==> src/rtl/regfile_mp_pkg.sv <==
// regfile_mp_pkg: shared constants and the write-port priority helper for
// the multi-port register file. The optional pending-write scoreboard is
// enabled by defining REGFILE_MP_SCOREBOARD_EN.
package regfile_mp_pkg;

  localparam int DEF_DATA_W = 32;
  localparam int DEF_ADDR_W = 5;
  localparam int DEF_NUM_RD = 2;
  localparam int DEF_NUM_WR = 2;

  // Upper bound on write ports; match vectors are padded to this width.
  localparam int MAX_WR   = 4;
  localparam int WR_IDX_W = 2;

  // Register 0 reads as zero and never stores anything.
  localparam int REG_ZERO = 0;

  typedef struct packed {
    logic                hit;
    logic [WR_IDX_W-1:0] idx;
  } wr_sel_t;

  // Highest-index set bit of a write-port match vector. Used both when
  // resolving simultaneous writes and when selecting the bypass source,
  // so both paths agree on the winning port.
  function automatic wr_sel_t last_match(input logic [MAX_WR-1:0] match);
    wr_sel_t r;
    r = '0;
    for (int k = 0; k < MAX_WR; k++) begin
      if (match[k]) begin
        r.hit = 1'b1;
        r.idx = WR_IDX_W'(k);
      end
    end
    return r;
  endfunction

endpackage

==> src/rtl/regfile_mp_scoreboard.sv <==
// regfile_mp_scoreboard: pending-write busy vector. Only instantiated when
// REGFILE_MP_SCOREBOARD_EN is defined. A set of an address wins over a
// retiring write to that same address in the same cycle.
module regfile_mp_scoreboard
  import regfile_mp_pkg::*;
#(
  parameter int ADDR_W = DEF_ADDR_W,
  parameter int NUM_RD = DEF_NUM_RD,
  parameter int NUM_WR = DEF_NUM_WR
) (
  input  logic                     clock,
  input  logic                     reset,
  input  logic [NUM_WR-1:0]        wr_en,
  input  logic [NUM_WR*ADDR_W-1:0] wr_addr,
  input  logic                     sb_set_en,
  input  logic [ADDR_W-1:0]        sb_set_addr,
  input  logic [NUM_RD*ADDR_W-1:0] rd_addr,
  output logic [NUM_RD-1:0]        rd_busy
);

  localparam int DEPTH = 2 ** ADDR_W;

  logic [DEPTH-1:0] busy_q;
  logic [DEPTH-1:0] busy_d;

  // Which enabled write ports target address a (padded to MAX_WR bits).
  function automatic logic [MAX_WR-1:0] match_vec(
    input logic [NUM_WR-1:0]        wen,
    input logic [NUM_WR*ADDR_W-1:0] waddr,
    input logic [ADDR_W-1:0]        a
  );
    logic [MAX_WR-1:0] m;
    m = '0;
    for (int k = 0; k < NUM_WR; k++) begin
      m[k] = wen[k] && (waddr[k*ADDR_W +: ADDR_W] == a);
    end
    return m;
  endfunction

  // Next busy state: set beats clear, register 0 never busy.
  always_comb begin
    busy_d = busy_q;
    for (int i = 0; i < DEPTH; i++) begin
      if (sb_set_en && (sb_set_addr == ADDR_W'(i))) begin
        busy_d[i] = 1'b1;
      end else if (|match_vec(wr_en, wr_addr, ADDR_W'(i))) begin
        busy_d[i] = 1'b0;
      end
    end
    busy_d[REG_ZERO] = 1'b0;
  end

  // Busy vector register with synchronous clear.
  always_ff @(posedge clock) begin
    if (reset) begin
      busy_q <= '0;
    end else begin
      busy_q <= busy_d;
    end
  end

  // Per-port busy view, hidden while the producer is retiring this cycle.
  generate
    for (genvar gi = 0; gi < NUM_RD; gi++) begin : g_rd_busy
      logic [ADDR_W-1:0] ra;
      assign ra = rd_addr[gi*ADDR_W +: ADDR_W];
      assign rd_busy[gi] = busy_q[ra] & ~(|match_vec(wr_en, wr_addr, ra));
    end
  endgenerate

endmodule

==> src/rtl/regfile_mp.sv <==
// regfile_mp: multi-port register file with write-first bypass, hardwired
// zero register, write-conflict flag and an optional pending-write
// scoreboard (define REGFILE_MP_SCOREBOARD_EN to include it).
module regfile_mp
  import regfile_mp_pkg::*;
#(
  parameter int DATA_W = DEF_DATA_W,
  parameter int ADDR_W = DEF_ADDR_W,
  parameter int NUM_RD = DEF_NUM_RD,
  parameter int NUM_WR = DEF_NUM_WR
) (
  input  logic                     clock,
  input  logic                     reset,
  input  logic [NUM_WR-1:0]        wr_en,
  input  logic [NUM_WR*ADDR_W-1:0] wr_addr,
  input  logic [NUM_WR*DATA_W-1:0] wr_data,
  input  logic [NUM_RD*ADDR_W-1:0] rd_addr,
  output logic [NUM_RD*DATA_W-1:0] rd_data,
  input  logic                     sb_set_en,
  input  logic [ADDR_W-1:0]        sb_set_addr,
  output logic [NUM_RD-1:0]        rd_busy,
  output logic                     wr_conflict
);

  localparam int DEPTH = 2 ** ADDR_W;

  logic [DATA_W-1:0] mem_q [DEPTH];
  logic [DATA_W-1:0] mem_d [DEPTH];
  logic              wr_conflict_q;
  logic              wr_conflict_d;

  // Which enabled write ports target address a (padded to MAX_WR bits).
  function automatic logic [MAX_WR-1:0] match_vec(
    input logic [NUM_WR-1:0]        wen,
    input logic [NUM_WR*ADDR_W-1:0] waddr,
    input logic [ADDR_W-1:0]        a
  );
    logic [MAX_WR-1:0] m;
    m = '0;
    for (int k = 0; k < NUM_WR; k++) begin
      m[k] = wen[k] && (waddr[k*ADDR_W +: ADDR_W] == a);
    end
    return m;
  endfunction

  // Next array contents: highest-index matching port wins, r0 stays zero.
  always_comb begin
    wr_sel_t sel;
    sel = '0;
    for (int i = 0; i < DEPTH; i++) begin
      mem_d[i] = mem_q[i];
      sel = last_match(match_vec(wr_en, wr_addr, ADDR_W'(i)));
      if (sel.hit) begin
        mem_d[i] = wr_data[int'(sel.idx)*DATA_W +: DATA_W];
      end
    end
    mem_d[REG_ZERO] = '0;
  end

  // Conflict when any two enabled ports share a nonzero address.
  always_comb begin
    wr_conflict_d = 1'b0;
    for (int a = 0; a < NUM_WR; a++) begin
      for (int b = a + 1; b < NUM_WR; b++) begin
        if (wr_en[a] && wr_en[b] &&
            (wr_addr[a*ADDR_W +: ADDR_W] == wr_addr[b*ADDR_W +: ADDR_W]) &&
            (wr_addr[a*ADDR_W +: ADDR_W] != ADDR_W'(REG_ZERO))) begin
          wr_conflict_d = 1'b1;
        end
      end
    end
  end

  // Array and conflict flag registers; reset overrides any write.
  always_ff @(posedge clock) begin
    if (reset) begin
      for (int i = 0; i < DEPTH; i++) begin
        mem_q[i] <= '0;
      end
      wr_conflict_q <= 1'b0;
    end else begin
      for (int i = 0; i < DEPTH; i++) begin
        mem_q[i] <= mem_d[i];
      end
      wr_conflict_q <= wr_conflict_d;
    end
  end

  assign wr_conflict = wr_conflict_q;

  // Combinational read ports with write-first bypass.
  generate
    for (genvar gi = 0; gi < NUM_RD; gi++) begin : g_rd
      logic [ADDR_W-1:0] ra;
      wr_sel_t           rsel;
      assign ra   = rd_addr[gi*ADDR_W +: ADDR_W];
      assign rsel = last_match(match_vec(wr_en, wr_addr, ra));

      // Zero register, then bypass, then stored value.
      always_comb begin
        if (ra == ADDR_W'(REG_ZERO)) begin
          rd_data[gi*DATA_W +: DATA_W] = '0;
        end else if (rsel.hit) begin
          rd_data[gi*DATA_W +: DATA_W] = wr_data[int'(rsel.idx)*DATA_W +: DATA_W];
        end else begin
          rd_data[gi*DATA_W +: DATA_W] = mem_q[ra];
        end
      end
    end
  endgenerate

`ifdef REGFILE_MP_SCOREBOARD_EN
  regfile_mp_scoreboard #(
    .ADDR_W (ADDR_W),
    .NUM_RD (NUM_RD),
    .NUM_WR (NUM_WR)
  ) u_scoreboard (
    .clock       (clock),
    .reset       (reset),
    .wr_en       (wr_en),
    .wr_addr     (wr_addr),
    .sb_set_en   (sb_set_en),
    .sb_set_addr (sb_set_addr),
    .rd_addr     (rd_addr),
    .rd_busy     (rd_busy)
  );
`else
  // Without the scoreboard nothing is ever pending.
  assign rd_busy = '0;
  logic unused_sb;
  assign unused_sb = &{1'b0, sb_set_en, sb_set_addr};
`endif

endmodule

==> config.mk <==
export PLATFORM = sky130hd
export DESIGN_NAME = regfile_mp
export DESIGN_NICKNAME = d
export VERILOG_FILES = /design/src/rtl/regfile_mp_pkg.sv /design/src/rtl/regfile_mp_scoreboard.sv /design/src/rtl/regfile_mp.sv
export SDC_FILE = /design/constraint.sdc
export NUM_CORES = 2
export LEC_CHECK = 0
export BUFFER_PORTS_ARGS = -buffer_cell sky130_fd_sc_hd__buf_4
export CAP_MARGIN = 15
export CORE_MARGIN = 2
export CORE_UTILIZATION = 50
export DETAILED_ROUTE_END_ITERATION = 10
export GPL_TIMING_DRIVEN = 0
export PLACE_DENSITY = 0.66
export SLEW_MARGIN = 0
export SYNTH_ARGS = -nofsm -noshare
export SYNTH_HDL_FRONTEND = slang
export SYNTH_SLANG_ARGS = --single-unit
==> constraint.sdc <==
create_clock -name clock -period 7.3 [get_ports clock]
set_input_delay 0.365 -clock clock [delete_from_list [all_inputs] [get_ports clock]]
set_output_delay 0.365 -clock clock [all_outputs]
set_load 0.02 [all_outputs]
# Word-level counts from Yosys, hierarchy flattened
# Memories as Yosys holds them, arrays and structs flattened.
# Cells that the tools add are included.
# op_classes
n_eq_ne,98
shift,33
mux,137
bitwise_logic,32
reduce_logical,103
# op_table
cell,count
two-way mux 32 bit,67
indexed part select 64 x 8 -> 32 bit,33
two-way mux 3 bit,66
"equality test 5 bit, second input constant",32
"equality test 5 x 4 -> 1 bit, second input constant",16
logical AND 1 bit,69
AND reduction 2 bit,31
"equality test 5 x 3 -> 1 bit, second input constant",8
OR 1 bit,32
"!= test 1 bit, second input constant",31
equality test 5 bit,5
"equality test 5 x 2 -> 1 bit, second input constant",4
"equality test 5 x 1 -> 1 bit, second input constant",2
zero test 5 bit,2
nonzero test 5 bit,1
two-way mux 1 bit,4
# word_totals
reg_bits,1
ram_bits,1024
wordCells,405
mem_count,1
# mem_list
memory,words,width,read_ports,rd_clocked_by_memory_dff,write_ports,line,source
mem_q,32,32,2,0,32,regfile_mp.sv:27,logic [DATA_W-1:0] mem_q [DEPTH];

# Depth between registers and ports, before layout
# logic_depth
depth_word,7
ltp_mapped,9
mapped_depth_nobuf,5

# Worst setup path after synthesis
# OpenSTA, ideal clock, no wires.
# synth_timing
path_type,in2reg
from,input wr_addr[7]
to,"memory mem_q[3][0] in the netlist's numbering, enable pin"
arrival_time_ps,2221
required_time_ps,6740
slack_ps,4519
path_stages,7
n_path_buf,4
cell_sequence,buf_4 buf_2 buf_2 nor2_1 nand2_1 clkbuf_1 nand3b_1
# synth_rtl
element,line,source
from (decl),regfile_mp.sv:15,"input logic [NUM_WR*ADDR_W-1:0] wr_addr,"
to (decl),regfile_mp.sv:27,

# Worst setup path in the final report
# layout_timing
from,input rd_addr[6]
to,output rd_data[48]
# layout_between
elab_chain_len,6
elab_cells_between_ends,11
# layout_lines
element,line,source
from (decl),regfile_mp.sv:17,"input logic [NUM_RD*ADDR_W-1:0] rd_addr,"
equality test 5 bit,regfile_mp.sv:41,m[k] = wen[k] && (waddr[k*ADDR_W +: ADDR_W] == a);
logical AND 1 bit,regfile_mp.sv:41,
two-way mux 3 bit,regfile_mp_pkg.sv:30,if (match[k]) begin
indexed part select 64 x 8 -> 32 bit or two-way mux 3 bit (tied branches),"regfile_mp.sv:104, regfile_mp_pkg.sv:30",
two-way mux 32 bit,regfile_mp.sv:103,end else if (rsel.hit) begin
two-way mux 32 bit *,regfile_mp.sv:101,if (ra == ADDR_W'(REG_ZERO)) begin
to (decl),regfile_mp.sv:18,"output logic [NUM_RD*DATA_W-1:0] rd_data,"
# Mark *: on every way between the ends. The rest lies on a longest branch, timed or not.

==> load_flow_metrics.sql <==
INSERT INTO impl_metrics (metric_group, metric, value, unit) VALUES
('run_status', 'outcome', 'finished clean', ''),
('route', 'finalWirelength', '313000', 'um'),
('route', 'detailroute.wirelength.met3', '43400', 'um'),
('global_routing', 'grt_antenna_before_repair', '14', ''),
('job', 'drv_cap', '0', ''),
('cts', 'clkSinkCount', '993', ''),
('final_layout', 'final_cells', '8342', ''),
('floorplanning', 'die_width', '360', 'um'),
('placement', 'place_inst', '8124', ''),
('synthesis', 'yosys.cell_types.count', '71', ''),
('synthesis', 'ys_dominant_reg_cell', 'sky130_fd_sc_hd__edfxtp_1', ''),
('sta', 'report.final.hold_viol_count', '0', ''),
('synthesis', 'post_synth_edffs', '992', ''),
('global_routing', 'wire_length_of_the_first_global_routing_pass', '428000', 'um'),
('sta', 'final_setup_viols', '0', ''),
('worst_setup_path', 'worstPathMaxFanout', '10', ''),
('pwr', 'worst_ir_drop_vdd', '208', 'uV'),
('pwr', 'pwr_density_cell', '225', 'nW/um2'),
('synthesis', 'synth.yosys.warnings', '0', ''),
('floorplanning', 'height_of_the_die', '360', 'um'),
('synthesis', 'netlist.area_leader.share', '0.470', ''),
('synthesis', 'yosys-top-cells-area', 'sky130_fd_sc_hd__edfxtp_1, sky130_fd_sc_hd__mux4_2, sky130_fd_sc_hd__nand2_1', ''),
('synthesis', 'synth_seq_cells', '993', ''),
('cts', 'cts_tree', 'done', ''),
('placement', 'post_dp_cell_area', '66500', 'um2'),
('global_routing', 'track_usage', '0.475', ''),
('worst_setup_path', 'worstPathArrival', '4670', 'ps'),
('floorplanning', 'floorplan.initialDensity', '0.504', ''),
('route', 'detail_route.first_pass.iterations', '8', ''),
('worst_setup_path', 'worst-endpoint-required', '6930', 'ps'),
('final_layout', 'design_area', '70100', 'um2'),
('cts', 'post_cts_resized', '0', ''),
('sta', 'max_freq', '199', 'MHz'),
('route', 'via_per_inst', '7.05', ''),
('route', 'top_signal_layer_used', 'met5', ''),
('sta', 'worst_slew_pin_slew', '1350', 'ps'),
('cts', 'cts_buffers', '112', ''),
('final_layout', 'layout.cells.most_common_list', 'sky130_fd_sc_hd__nand2_1, sky130_fd_sc_hd__a21oi_1, sky130_fd_sc_hd__edfxtp_1', ''),
('global_routing', 'gr-total-overflow', '0', ''),
('final_layout', 'fillers', '11050', ''),
('cts', 'clock_tree_root_driver_cell', 'sky130_fd_sc_hd__clkbuf_16', ''),
('route', 'dr.first_iter.drc_count', '10703', ''),
('synthesis', 'post_synth.cell_area_avg', '9.94', 'um2'),
('placement', 'portBuffers', '79', ''),
('worst_setup_path', 'critical_path_class', 'input port to primary output', ''),
('final_layout', 'post-route-util', '0.558', ''),
('synthesis', 'synth.yosys.seq_area_share', '0.470', ''),
('route', 'met2RoutedLength', '131000', 'um'),
('final_layout', 'final_nets', '6684', ''),
('worst_setup_path', 'crit_path_end_kind', 'primary output', ''),
('final_layout', 'layout_area_growth_over_synthesis', '10.7', '%'),
('route', 'remaining_drc_errors', '0', ''),
('pwr', 'p_leak', '25.1', 'nW'),
('sta', 'maxSlewHeadroom', '0.0992', ''),
('global_routing', 'grt_start_max_net_pins', '33', ''),
('floorplanning', 'fp.dieArea', '130000', 'um2'),
('sta', 'layout_min_cycle_time', '5030', 'ps'),
('final_layout', 'post_route_cells_drive_above_1_share', '0.154', ''),
('hold_path', 'holdCritPathClass', 'input port to flop', ''),
('final_layout', 'final_common_cell', 'sky130_fd_sc_hd__nand2_1', ''),
('route', 'route.layer.met1.wl', '106000', 'um'),
('placement', 'dp_hpwl', '242000', 'um'),
('synthesis', 'yosys.area.top_type', 'sky130_fd_sc_hd__edfxtp_1', ''),
('synthesis', 'post_synth_instance_area', '63400', 'um2'),
('sta', 'slew_viol_final', '0', ''),
('cts', 'clk_transition_reported_paths', '60', 'ps'),
('cts', 'cts_setup_buffers', '0', ''),
('cts', 'clock_tree.buffer_depth', '3', ''),
('cts', 'cts_max_level', '3', ''),
('synthesis', 'syn-instance-count', '6372', ''),
('sta', 'setup_total_negative_slack', '0', 'ps'),
('route', 'wire_per_inst', '37.6', 'um'),
('route', 'ant_nets', '0', ''),
('cts', 'hold_buffers', '0', ''),
('global_routing', 'first_global_vias', '55271', ''),
('route', 'detailroute.via_count', '58778', ''),
('sta', 'rsz0062_at_grt', 'no', ''),
('floorplanning', 'design.portCount', '161', ''),
('sta', 'fin_crit_sh', '0.689', ''),
('placement', 'gp_routability_congestion', '1.04', ''),
('floorplanning', 'coreArea', '126000', 'um2'),
('synthesis', 'async_flop_share', '0', ''),
('worst_setup_path', 'startpoint_type', 'input port', ''),
('floorplanning', 'rows', '130', '');
[stage by stage]
step                hold slack (ps)  setup WS [ps]  power [mW]
finish                         25.4           2270        15.7
global route                   38.7           2470        15.9
CTS                            9.77           2660        15.5
detailed placement              788           2660        9.89
global placement                790           2500        9.83
floorplan                       608           4520        8.59
[cell families after synthesis]
family / after synthesis / share of synthesized area
other cells: 1 / 0.0000592
simple gates: 2490 / 0.160
xor+xnor: 22 / 0.00304
compound gates: 1430 / 0.129
flops: 993 / 0.470
mux: 577 / 0.177
buf+inv: 859 / 0.0603
[synthesized netlist by cell type (37+ instances only)]
master,instances
sky130_fd_sc_hd__mux4_2,374
sky130_fd_sc_hd__inv_1,39
sky130_fd_sc_hd__nor3_1,37
sky130_fd_sc_hd__nand2b_1,52
sky130_fd_sc_hd__o22ai_1,67
sky130_fd_sc_hd__nor2_1,103
sky130_fd_sc_hd__a21oi_1,1003
sky130_fd_sc_hd__buf_1,122
sky130_fd_sc_hd__nand2_1,2086
sky130_fd_sc_hd__nand3_1,82
sky130_fd_sc_hd__buf_2,166
sky130_fd_sc_hd__mux2_2,67
sky130_fd_sc_hd__buf_4,38
sky130_fd_sc_hd__o21ai_0,62
sky130_fd_sc_hd__edfxtp_1,992
sky130_fd_sc_hd__mux4_1,41
sky130_fd_sc_hd__clkbuf_1,444
sky130_fd_sc_hd__mux2i_1,95
sky130_fd_sc_hd__a221oi_1,61
[critical path, cell delays in order]
cell,delay (ps)
sky130_fd_sc_hd__buf_4,120
sky130_fd_sc_hd__buf_2,360
sky130_fd_sc_hd__buf_2,580
sky130_fd_sc_hd__nor2b_1,960
sky130_fd_sc_hd__clkbuf_1,940
sky130_fd_sc_hd__a221oi_1,280
sky130_fd_sc_hd__o21ai_0,270
sky130_fd_sc_hd__a31oi_1,450
sky130_fd_sc_hd__buf_4,310
[sequential cells by signal, indices dropped and copies added, names as in the netlist]
name	cells
mem_q	992
wr_conflict	1
[area by class of cell]
type	count	area [um2]	area share
clock inverters	73	706	0.0101
repair buffers	103	1040	0.0148
diodes	10	25.0	0.000357
clock buffers	133	2900	0.0414
inverters	40	150	0.00214
flip-flops and latches	993	29800	0.425
plain buffers	819	3670	0.0523
well taps	1650	2060	0.0294
multi-input cells	4521	29800	0.425
[final timing paths]
kind,slack [ps],cells past startpoint,endpoint,startpoint
max,2270,9,rd_data[48],rd_addr[6]
min,30,3,mem_q[27][11],wr_data[43]
[metal layers]
metal / up-vias / GRT usage
met2: 5400 / 0.678
met5: - / 0.00259
li1: 23567 / -
met1: 28729 / 0.594
met3: 1066 / 0.136
met4: 16 / 0.408
[where the power goes]
part | switching, mW | internal [mW]
Combinational | 1.94 | 0.979
Clock | 2.62 | 3.19
Sequential | 0.264 | 6.75
No activity file was read; power rests on OpenSTA's default activity.
